**src/rtl/if_fetch_pkg.sv**
```systemverilog
// Shared types for the instruction-fetch stage: FSM states, response tag,
// instruction/address widths.
package if_fetch_pkg;

    localparam int INST_BYTES = 4;
    localparam logic [31:0] ZERO_WORD = 32'h0000_0000;

    typedef logic [31:0] inst_addr_t;
    typedef logic [31:0] inst_t;

    typedef enum logic [1:0] {
        IF_FETCH = 2'd0,
        IF_DRAIN = 2'd1,
        IF_HOLD  = 2'd2
    } if_state_e;

    // Marks which assembly lane the byte on mem_din belongs to this cycle.
    typedef struct packed {
        logic       v;
        logic [1:0] lane;
    } resp_tag_t;

    function automatic inst_addr_t align_word(input inst_addr_t a);
        return a & ~32'h0000_0003;
    endfunction

endpackage

```
**src/rtl/if_fetch_if.sv**
```systemverilog
// Memory-port, redirect and decode-handshake bundle of the fetch stage.
interface if_fetch_if;
    logic [31:0] mem_a_o;
    logic        mem_rd_o;
    logic [7:0]  mem_din_i;
    logic        mem_busy_i;
    logic        branch_i;
    logic [31:0] branch_target_i;
    logic        id_ready_i;
    logic [31:0] pc_o;
    logic [31:0] inst_o;
    logic        inst_valid_o;

    modport master (
        output mem_a_o, mem_rd_o, pc_o, inst_o, inst_valid_o,
        input  mem_din_i, mem_busy_i, branch_i, branch_target_i, id_ready_i
    );

    modport slave (
        input  mem_a_o, mem_rd_o, pc_o, inst_o, inst_valid_o,
        output mem_din_i, mem_busy_i, branch_i, branch_target_i, id_ready_i
    );
endinterface

```
**src/rtl/if_asm_buf.sv**
```systemverilog
// Byte-lane assembly buffer: tags each issued byte with its lane and captures
// the returning byte one cycle later; word exposes the lanes with the byte in flight bypassed.
module if_asm_buf
    import if_fetch_pkg::*;
(
    input  logic       clk,
    input  logic       rst,
    input  logic       issue,
    input  logic [1:0] issue_lane,
    input  logic       flush,
    input  logic [7:0] din,
    output inst_t      word
);

    resp_tag_t                    tag;
    logic [INST_BYTES-1:0][7:0]   lanes;

    always_ff @(posedge clk or negedge rst) begin
        if (!rst) begin
            tag <= '0;
        end else if (flush) begin
            tag <= '0;
        end else begin
            tag.v    <= issue;
            tag.lane <= issue_lane;
        end
    end

    always_ff @(posedge clk or negedge rst) begin
        if (!rst) begin
            lanes <= '0;
        end else if (flush) begin
            lanes <= '0;
        end else begin
            for (int k = 0; k < INST_BYTES; k++) begin
                if (tag.v && tag.lane == 2'(k)) lanes[k] <= din;
            end
        end
    end

    // Bypass lets the DRAIN cycle load the output with byte 3 straight off the bus.
    always_comb begin
        word = ZERO_WORD;
        for (int k = 0; k < INST_BYTES; k++) begin
            word[8*k +: 8] = (tag.v && tag.lane == 2'(k)) ? din : lanes[k];
        end
    end

endmodule

```
**src/rtl/if_fetch.sv**
```systemverilog
// Instruction fetch: issues four byte reads per instruction over the shared port,
// assembles them little-endian and presents pc/inst to decode with a valid/ready handshake.
module if_fetch
    import if_fetch_pkg::*;
#(
    parameter logic [31:0] RESET_PC = 32'h0000_0000
) (
    input logic        clk,
    input logic        rst,
    if_fetch_if.master bus
);

    if_state_e  state, state_nxt;
    inst_addr_t fetch_pc, fetch_pc_nxt;
    logic [2:0] idx, idx_nxt;
    logic       slot_free;
    logic       rd;
    logic       load;
    inst_t      word;

    assign slot_free = !bus.inst_valid_o || bus.id_ready_i;

    // idx reaches 4 after byte 3, so fetch_pc+idx already points at the next word in DRAIN.
    assign rd = rst && !bus.mem_busy_i && !bus.branch_i &&
                (state == IF_FETCH || (state == IF_DRAIN && slot_free));
    assign bus.mem_rd_o = rd;
    assign bus.mem_a_o  = fetch_pc + {29'd0, idx};

    if_asm_buf u_asm (
        .clk        (clk),
        .rst        (rst),
        .issue      (rd),
        .issue_lane (idx[1:0]),
        .flush      (bus.branch_i),
        .din        (bus.mem_din_i),
        .word       (word)
    );

    always_ff @(posedge clk or negedge rst) begin
        if (!rst) begin
            state    <= IF_FETCH;
            fetch_pc <= RESET_PC;
            idx      <= '0;
        end else begin
            state    <= state_nxt;
            fetch_pc <= fetch_pc_nxt;
            idx      <= idx_nxt;
        end
    end

    always_comb begin
        state_nxt    = state;
        fetch_pc_nxt = fetch_pc;
        idx_nxt      = idx;
        load         = 1'b0;
        if (bus.branch_i) begin
            state_nxt    = IF_FETCH;
            fetch_pc_nxt = align_word(bus.branch_target_i);
            idx_nxt      = '0;
        end else begin
            case (state)
                IF_FETCH: begin
                    if (rd) begin
                        idx_nxt = idx + 3'd1;
                        if (idx == 3'd3) state_nxt = IF_DRAIN;
                    end
                end
                IF_DRAIN: begin
                    if (slot_free) begin
                        load         = 1'b1;
                        fetch_pc_nxt = fetch_pc + 32'd4;
                        idx_nxt      = rd ? 3'd1 : 3'd0;
                        state_nxt    = IF_FETCH;
                    end else begin
                        state_nxt = IF_HOLD;
                    end
                end
                IF_HOLD: begin
                    if (slot_free) begin
                        load         = 1'b1;
                        fetch_pc_nxt = fetch_pc + 32'd4;
                        idx_nxt      = '0;
                        state_nxt    = IF_FETCH;
                    end
                end
                default: begin
                    state_nxt = IF_FETCH;
                    idx_nxt   = '0;
                end
            endcase
        end
    end

    always_ff @(posedge clk or negedge rst) begin
        if (!rst) begin
            bus.inst_valid_o <= 1'b0;
            bus.pc_o         <= ZERO_WORD;
            bus.inst_o       <= ZERO_WORD;
        end else if (bus.branch_i) begin
            bus.inst_valid_o <= 1'b0;
        end else if (load) begin
            bus.inst_valid_o <= 1'b1;
            bus.pc_o         <= fetch_pc;
            bus.inst_o       <= word;
        end else if (bus.id_ready_i) begin
            bus.inst_valid_o <= 1'b0;
        end
    end

endmodule

```
**src/flat_wrapper.sv**
```systemverilog
// flat-port wrapper written by rule: the top's interface ports become plain ports
module if_fetch_flat import if_fetch_pkg::*;
#(
    parameter logic [31:0] RESET_PC = 32'h0000_0000
)
  (clk, rst, bus_mem_a_o, bus_mem_rd_o, bus_pc_o, bus_inst_o, bus_inst_valid_o, bus_mem_din_i, bus_mem_busy_i, bus_branch_i, bus_branch_target_i, bus_id_ready_i);
  if_fetch_if bus_i ();
  input logic clk;
  input logic rst;
  output wire logic [$bits(bus_i.mem_a_o)-1:0] bus_mem_a_o;
  output wire logic [$bits(bus_i.mem_rd_o)-1:0] bus_mem_rd_o;
  output wire logic [$bits(bus_i.pc_o)-1:0] bus_pc_o;
  output wire logic [$bits(bus_i.inst_o)-1:0] bus_inst_o;
  output wire logic [$bits(bus_i.inst_valid_o)-1:0] bus_inst_valid_o;
  input wire logic [$bits(bus_i.mem_din_i)-1:0] bus_mem_din_i;
  input wire logic [$bits(bus_i.mem_busy_i)-1:0] bus_mem_busy_i;
  input wire logic [$bits(bus_i.branch_i)-1:0] bus_branch_i;
  input wire logic [$bits(bus_i.branch_target_i)-1:0] bus_branch_target_i;
  input wire logic [$bits(bus_i.id_ready_i)-1:0] bus_id_ready_i;
  assign bus_mem_a_o = bus_i.mem_a_o;
  assign bus_mem_rd_o = bus_i.mem_rd_o;
  assign bus_pc_o = bus_i.pc_o;
  assign bus_inst_o = bus_i.inst_o;
  assign bus_inst_valid_o = bus_i.inst_valid_o;
  assign bus_i.mem_din_i = bus_mem_din_i;
  assign bus_i.mem_busy_i = bus_mem_busy_i;
  assign bus_i.branch_i = bus_branch_i;
  assign bus_i.branch_target_i = bus_branch_target_i;
  assign bus_i.id_ready_i = bus_id_ready_i;
  if_fetch #(.RESET_PC(RESET_PC)) u_core (.clk(clk), .rst(rst), .bus(bus_i));
endmodule
```
**config.mk**
```make
export PLATFORM = sky130hd
export DESIGN_NAME = if_fetch_flat
export DESIGN_NICKNAME = d
export VERILOG_FILES = /design/src/rtl/if_fetch_pkg.sv /design/src/rtl/if_fetch_if.sv /design/src/rtl/if_asm_buf.sv /design/src/rtl/if_fetch.sv /design/src/flat_wrapper.sv
export SDC_FILE = /design/constraint.sdc
export NUM_CORES = 1
export LEC_CHECK = 0
export BUFFER_PORTS_ARGS = -buffer_cell sky130_fd_sc_hd__buf_2
export CAP_MARGIN = 20
export CORE_AREA = 3 3 148 150
export CTS_CLUSTER_DIAMETER = 200
export DETAILED_ROUTE_END_ITERATION = 10
export DIE_AREA = 0 0 151 153
export GPL_TIMING_DRIVEN = 0
export PLACE_DENSITY = 0.59
export SLEW_MARGIN = 5
export SYNTH_ARGS = -nofsm -noshare
export SYNTH_HDL_FRONTEND = slang
export SYNTH_SLANG_ARGS = --single-unit
```
**constraint.sdc**
```tcl
create_clock -name clk -period 3.6 [get_ports clk]
set_input_delay 0.54 -clock clk [delete_from_list [all_inputs] [get_ports clk]]
set_output_delay 0.54 -clock clk [all_outputs]
set_load 0.01 [all_outputs]
```
# Word level (Yosys, flattened, before mapping)
# Cells that the tools add are included.
[totals]
input_bits = 45
ff_bits = 137
output_inout_bits = 98
elab_cells = 76
[classes]
n_reduce_logical = 23
n_eq_ne = 10
bitwise = 1
n_addsub = 3
mux = 27
[ops]
columns = ["cell", "n"]
rows = [
  ["2-to-1 mux 32 bit", 4],
  ["adder 32 x 3 -> 32 bit", 1],
  ["adder 32 x 3 -> 32 bit, second input constant", 1],
  ["2-to-1 mux 8 bit", 4],
  ["2-to-1 mux 3 bit", 5],
  ["2-to-1 mux 2 bit", 5],
  ["!= test 3 x 2 -> 1 bit, second input constant", 3],
  ["case mux 3 bit (3 select lines)", 1],
  ["logical AND 1 bit", 8],
  ["2-to-1 mux 1 bit", 7],
  ["equality test 2 bit, second input constant", 3],
  ["case mux 2 bit (3 select lines)", 1],
  ["AND reduction 3 bit", 2],
  ["equality test 2 x 1 -> 1 bit, second input constant", 2],
  ["logical NOT 2 bit", 2],
  ["AND reduction 2 bit", 2],
  ["nonzero test 2 bit", 2],
  ["adder 3 x 1 -> 3 bit, second input constant", 1],
  ["equality test 3 x 2 -> 1 bit, second input constant", 1],
  ["logical NOT 1 bit", 3],
  ["!= test 3 bit, second input constant", 1],
  ["nonzero test 3 bit", 1],
  ["logical OR 1 bit", 2],
  ["OR reduction 2 bit", 1],
  ["NOT 1 bit", 1],
]

# Longest topological paths before layout
[depth]
ltp_word = 9
mapped_depth = 9
ltp_nobuf = 7

# Modules after synthesis
# From an unflattened synthesis, not the netlist that was laid out.
[hier_totals]
hier_cells = 613
area_unflattened_um2 = 6989.2
[modules_own_cells]
columns = ["mod", "area_per_inst_um2", "n_inst", "cells_each"]
rows = [
  ["if_fetch", 5082.4, 1, 457],
  ["if_asm_buf", 1906.8, 1, 156],
]

# Worst setup path before layout
# Ideal clock, no wire load.
[synth_path]
kind = "flip-flop to output port"
start = "register u_core.fetch_pc[2]"
end = "output port bus_mem_a_o[30]"
t_arrival_ns = 1.725
path_stages_with_launch = 7
required_ns = 3.060
path_buffers = 0
path_slack_ns = 1.335
cell_sequence = "dfrtp_1 > ha_1 > nand3_2 > or3_4 > nor3_4 > nand3_1 > xnor2_1"
[synth_via]
elab_chain_cells = 1
[synth_rtl]
columns = ["item", "line_no", "text"]
rows = [
  ["from (decl)", "if_fetch.sv:14", "inst_addr_t fetch_pc, fetch_pc_nxt;"],
  ["from (signal assigned)", "if_fetch.sv:46", "fetch_pc <= fetch_pc_nxt;"],
  ["adder 32 x 3 -> 32 bit", "if_fetch.sv:27", "assign bus.mem_a_o = fetch_pc + {29'd0, idx};"],
  ["to (decl)", "flat_wrapper.sv:10", "output wire logic [$bits(bus_i.mem_a_o)-1:0] bus_mem_a_o;"],
]
# No other way between the ends.

# Worst setup path after layout
# Same ends and word-level chain as after synthesis.

==> results.md <==
* Crit path DAT at 2.60 ns
* DRC Markers at 0
* Row count at 53
* Clk buf depth at 2
* Count of final max-slew check failures at 0
* Slew @ Worst Pin at 0.8577 ns
* Final worst-path cycle share at 87.14%
* H-tree levels at 4
* Top cell type's share of synthesized area at 52.49%
* Worst setup SP type: flip-flop
* DR vias/cell at 4.657
* Clk_lat worst skew at 0.43 ns
* Number of synthesized flops with an enable pin at 0
* Synth Instances at 607
* Die Wd at 151 um
* Pwr dens at 541.1 mW/mm2
* Min Hold Slack at 0.1021 ns
* Peak supply drop at 296.8 uV
* Leading area contributor after synthesis: dfrtp_1
* Filler cell count at 2138
* GR Overflow Total at 0
* Post-CTS setup buffer count at 0
* Post-Syn Area per Cell at 10.45 um2
* Largest net degree at the start of global routing at 69
* Crit. End Element: primary output
* Share of cells above drive strength 1 at 30.94%
* Routed via count at 4908
* ANT nets after route at 0
* Final count of negative-setup-slack endpoints at 0
* P&R area growth vs syn at 26.14%
* Ranking of synthesized cells by area: dfrtp_1, mux2i_1, mux2_2
* Status: finished, final reports clean
* Total track usage at 15.69%
* Max-cap violations at 0
* Worst path slowest cell: dfrtp_1
* Relative slew slack at 42.29%
* Die height at 153 um
* DP Wirelength at 13.15 mm
* Post-cts sizing count at 0
* Clk sinks at 133
* Final hold viol count at 0
* Netlist Area Pre-Place at 0.006341 mm2
* Max Fanout on Critical Path at 6
* Vias in the first global route at 5076
* Syn. warnings at 0
* FFs w/ async S/R, synth at 100.0%
* Total wire length at 17.61 mm
* WL per Instance at 16.71 um
* GP Congestion at 0.8237
* Initial antenna violation count at 0
* Cell leakage power at 0.003882 uW
* Primary FF master, synth: dfrtp_1
* Crit path cell chain: ha_1 > nand3_2 > or3_4 > nor3_4 > nand3_1 > xnor2_1 > buf_2
* # diodes at 0
* Initial DRC count at 314
* CTS Buf Count at 17
* First-pass GRT wire length at 27.95 mm
* Clock-pin slew on the worst setup and hold paths at 0.07 ns
* Synth Register Bits at 133
* Initial Util at 30.45%
* Fin crit period at 3.137 ns
* Core Box Area at 0.02082 mm2
* Cts-stage hold buffer count at 0
* Worst clock skew at 0.01097 ns
* Required time worst endpoint at 3.06 ns
* Slowest stage delay, CP at 0.48 ns
* Crit path kind: reg -> out
* Layout Utilization at 38.41%
* Cell chosen for the clock root: clkbuf_16
* Post-layout net count at 818
* Post-synth cell types at 49
* Register area share after synthesis at 52.49%
* Max frequency at 318.8 MHz
* Worst Hold Class: in -> async
* Worst R2R Path Depth at 7
* # IOs at 143
* CTS tree: yes
* DRT Pass-1 Iters at 4
* Die footprint at 0.02310 mm2
* RSZ-0062 raised after global routing: no
* IO buf count at 138
## cell type report
| class | instances | area [um2] | area share (%) |
|---|---|---|---|
| plain buffers | 46 | 215.2 | 2.690 |
| clock buffers | 17 | 425.4 | 5.318 |
| clock inverters | 15 | 160.2 | 2.002 |
| inverters | 8 | 30.03 | 0.3754 |
| multi-input cells | 421 | 2771 | 34.65 |
| flip-flops and latches | 133 | 3328 | 41.61 |
| well taps | 275 | 344.1 | 4.302 |
| repair buffers | 139 | 724.4 | 9.057 |
## registers in the layout (all words and copies together), names as in the netlist
signal,count
u_core.bus.inst_o,32
u_core.u_asm.tag,3
u_core.u_asm.lanes,32
u_core.idx,3
u_core.bus.pc_o,30
u_core.state,2
u_core.fetch_pc,30
u_core.bus.inst_valid_o,1
## placed cells by master (no fill, tap or decap), types with 8 or more instances in the layout
| master | instances |
|---|---|
| nand2_1 | 81 |
| xnor2_1 | 26 |
| clkbuf_16 | 17 |
| dfrtp_1 | 133 |
| o21ai_0 | 51 |
| buf_2 | 156 |
| nor2b_1 | 10 |
| clkbuf_1 | 17 |
| mux2i_1 | 33 |
| mux2_2 | 29 |
| nand3_1 | 25 |
| o21ai_1 | 8 |
| nand4_1 | 15 |
| nor2_1 | 46 |
| xor2_1 | 24 |
## metal layers
layer | GRT usage, % | vias up | wire length (um)
li1 | - | 2390 | -
met5 | 0 | - | 0
met1 | 21.94 | 2366 | 8203
met4 | 4.404 | 0 | 182
met3 | 4.032 | 14 | 1141
met2 | 24.12 | 138 | 8081
## cells in the mapped netlist, types with 10 or more instances
| library cell | instances |
|---|---|
| nand4_1 | 15 |
| mux2i_1 | 33 |
| nor2b_1 | 10 |
| nand2_1 | 81 |
| dfrtp_1 | 133 |
| xor2_1 | 24 |
| nor2_1 | 46 |
| buf_2 | 19 |
| mux2_2 | 29 |
| o21ai_0 | 51 |
| xnor2_1 | 26 |
| clkbuf_1 | 17 |
| nand3_1 | 25 |
## per-stage QoR
step / setup WS (ns) / cells / instance area (um2) / total power (uW) / setup TNS, ns
after floorplan: 1.335 / 608 / 6345 / 2266 / 0
after global placement: -0.6966 / 1021 / 7380 / 2628 / -2.494
after detailed placement: 0.7434 / 1022 / 7413 / 2647 / 0
after CTS: 0.4158 / 1054 / 7999 / 4394 / 0
after global routing: 0.2989 / 1054 / 7999 / 4557 / 0
final: 0.4630 / 1054 / 7999 / 4328 / 0
## power by group
part	leakage, uW	total, uW	internal (uW)	switching (uW)
Clock	0.000288	1730	983	743
Combinational	0.00185	797	351	446
Sequential	0.00174	1810	1690	119
Total	0.00388	4330	3020	1310
## kinds of logic after synthesis
| group | Yosys count | share of synthesized area [%] |
|---|---|---|
| AO/OA/AOI/OAI | 79 | 6.946 |
| XOR/XNOR | 50 | 6.906 |
| adder cells (fa/ha/maj) | 7 | 1.381 |
| buffers and inverters | 54 | 3.867 |
| flip-flops | 133 | 52.49 |
| multiplexers | 62 | 10.36 |
| other | 1 | 0.05914 |
| AND/OR/NAND/NOR | 221 | 18.00 |
## final timing paths
check | start | to | slack (ns)
worst max-delay path | u_core.fetch_pc[2] | bus_mem_a_o[30] | 0.46
worst min register to register | u_core.bus.inst_o[21] | u_core.bus.inst_o[21] | 0.47
min in group clk | bus_branch_target_i[12] | u_core.fetch_pc[12] | 0.32
max in group asynchronous | rst | u_core.fetch_pc[15] | 2.72
worst max register to register | u_core.state[0] | u_core.fetch_pc[29] | 1.26
worst min-delay path | rst | u_core.bus.inst_o[14] | 0.10
## worst max-delay path: cells and delay by family, from the launching register on
| family | cells | cell delay [ns] |
|---|---|---|
| flip-flops | 1 | 0.48 |
| adder cells (fa/ha/maj) | 1 | 0.26 |
| XOR/XNOR | 1 | 0.19 |
| buffers and inverters | 1 | 0.16 |
| AND/OR/NAND/NOR | 4 | 1.08 |
Note: power is estimated with default switching activity, not from simulation.
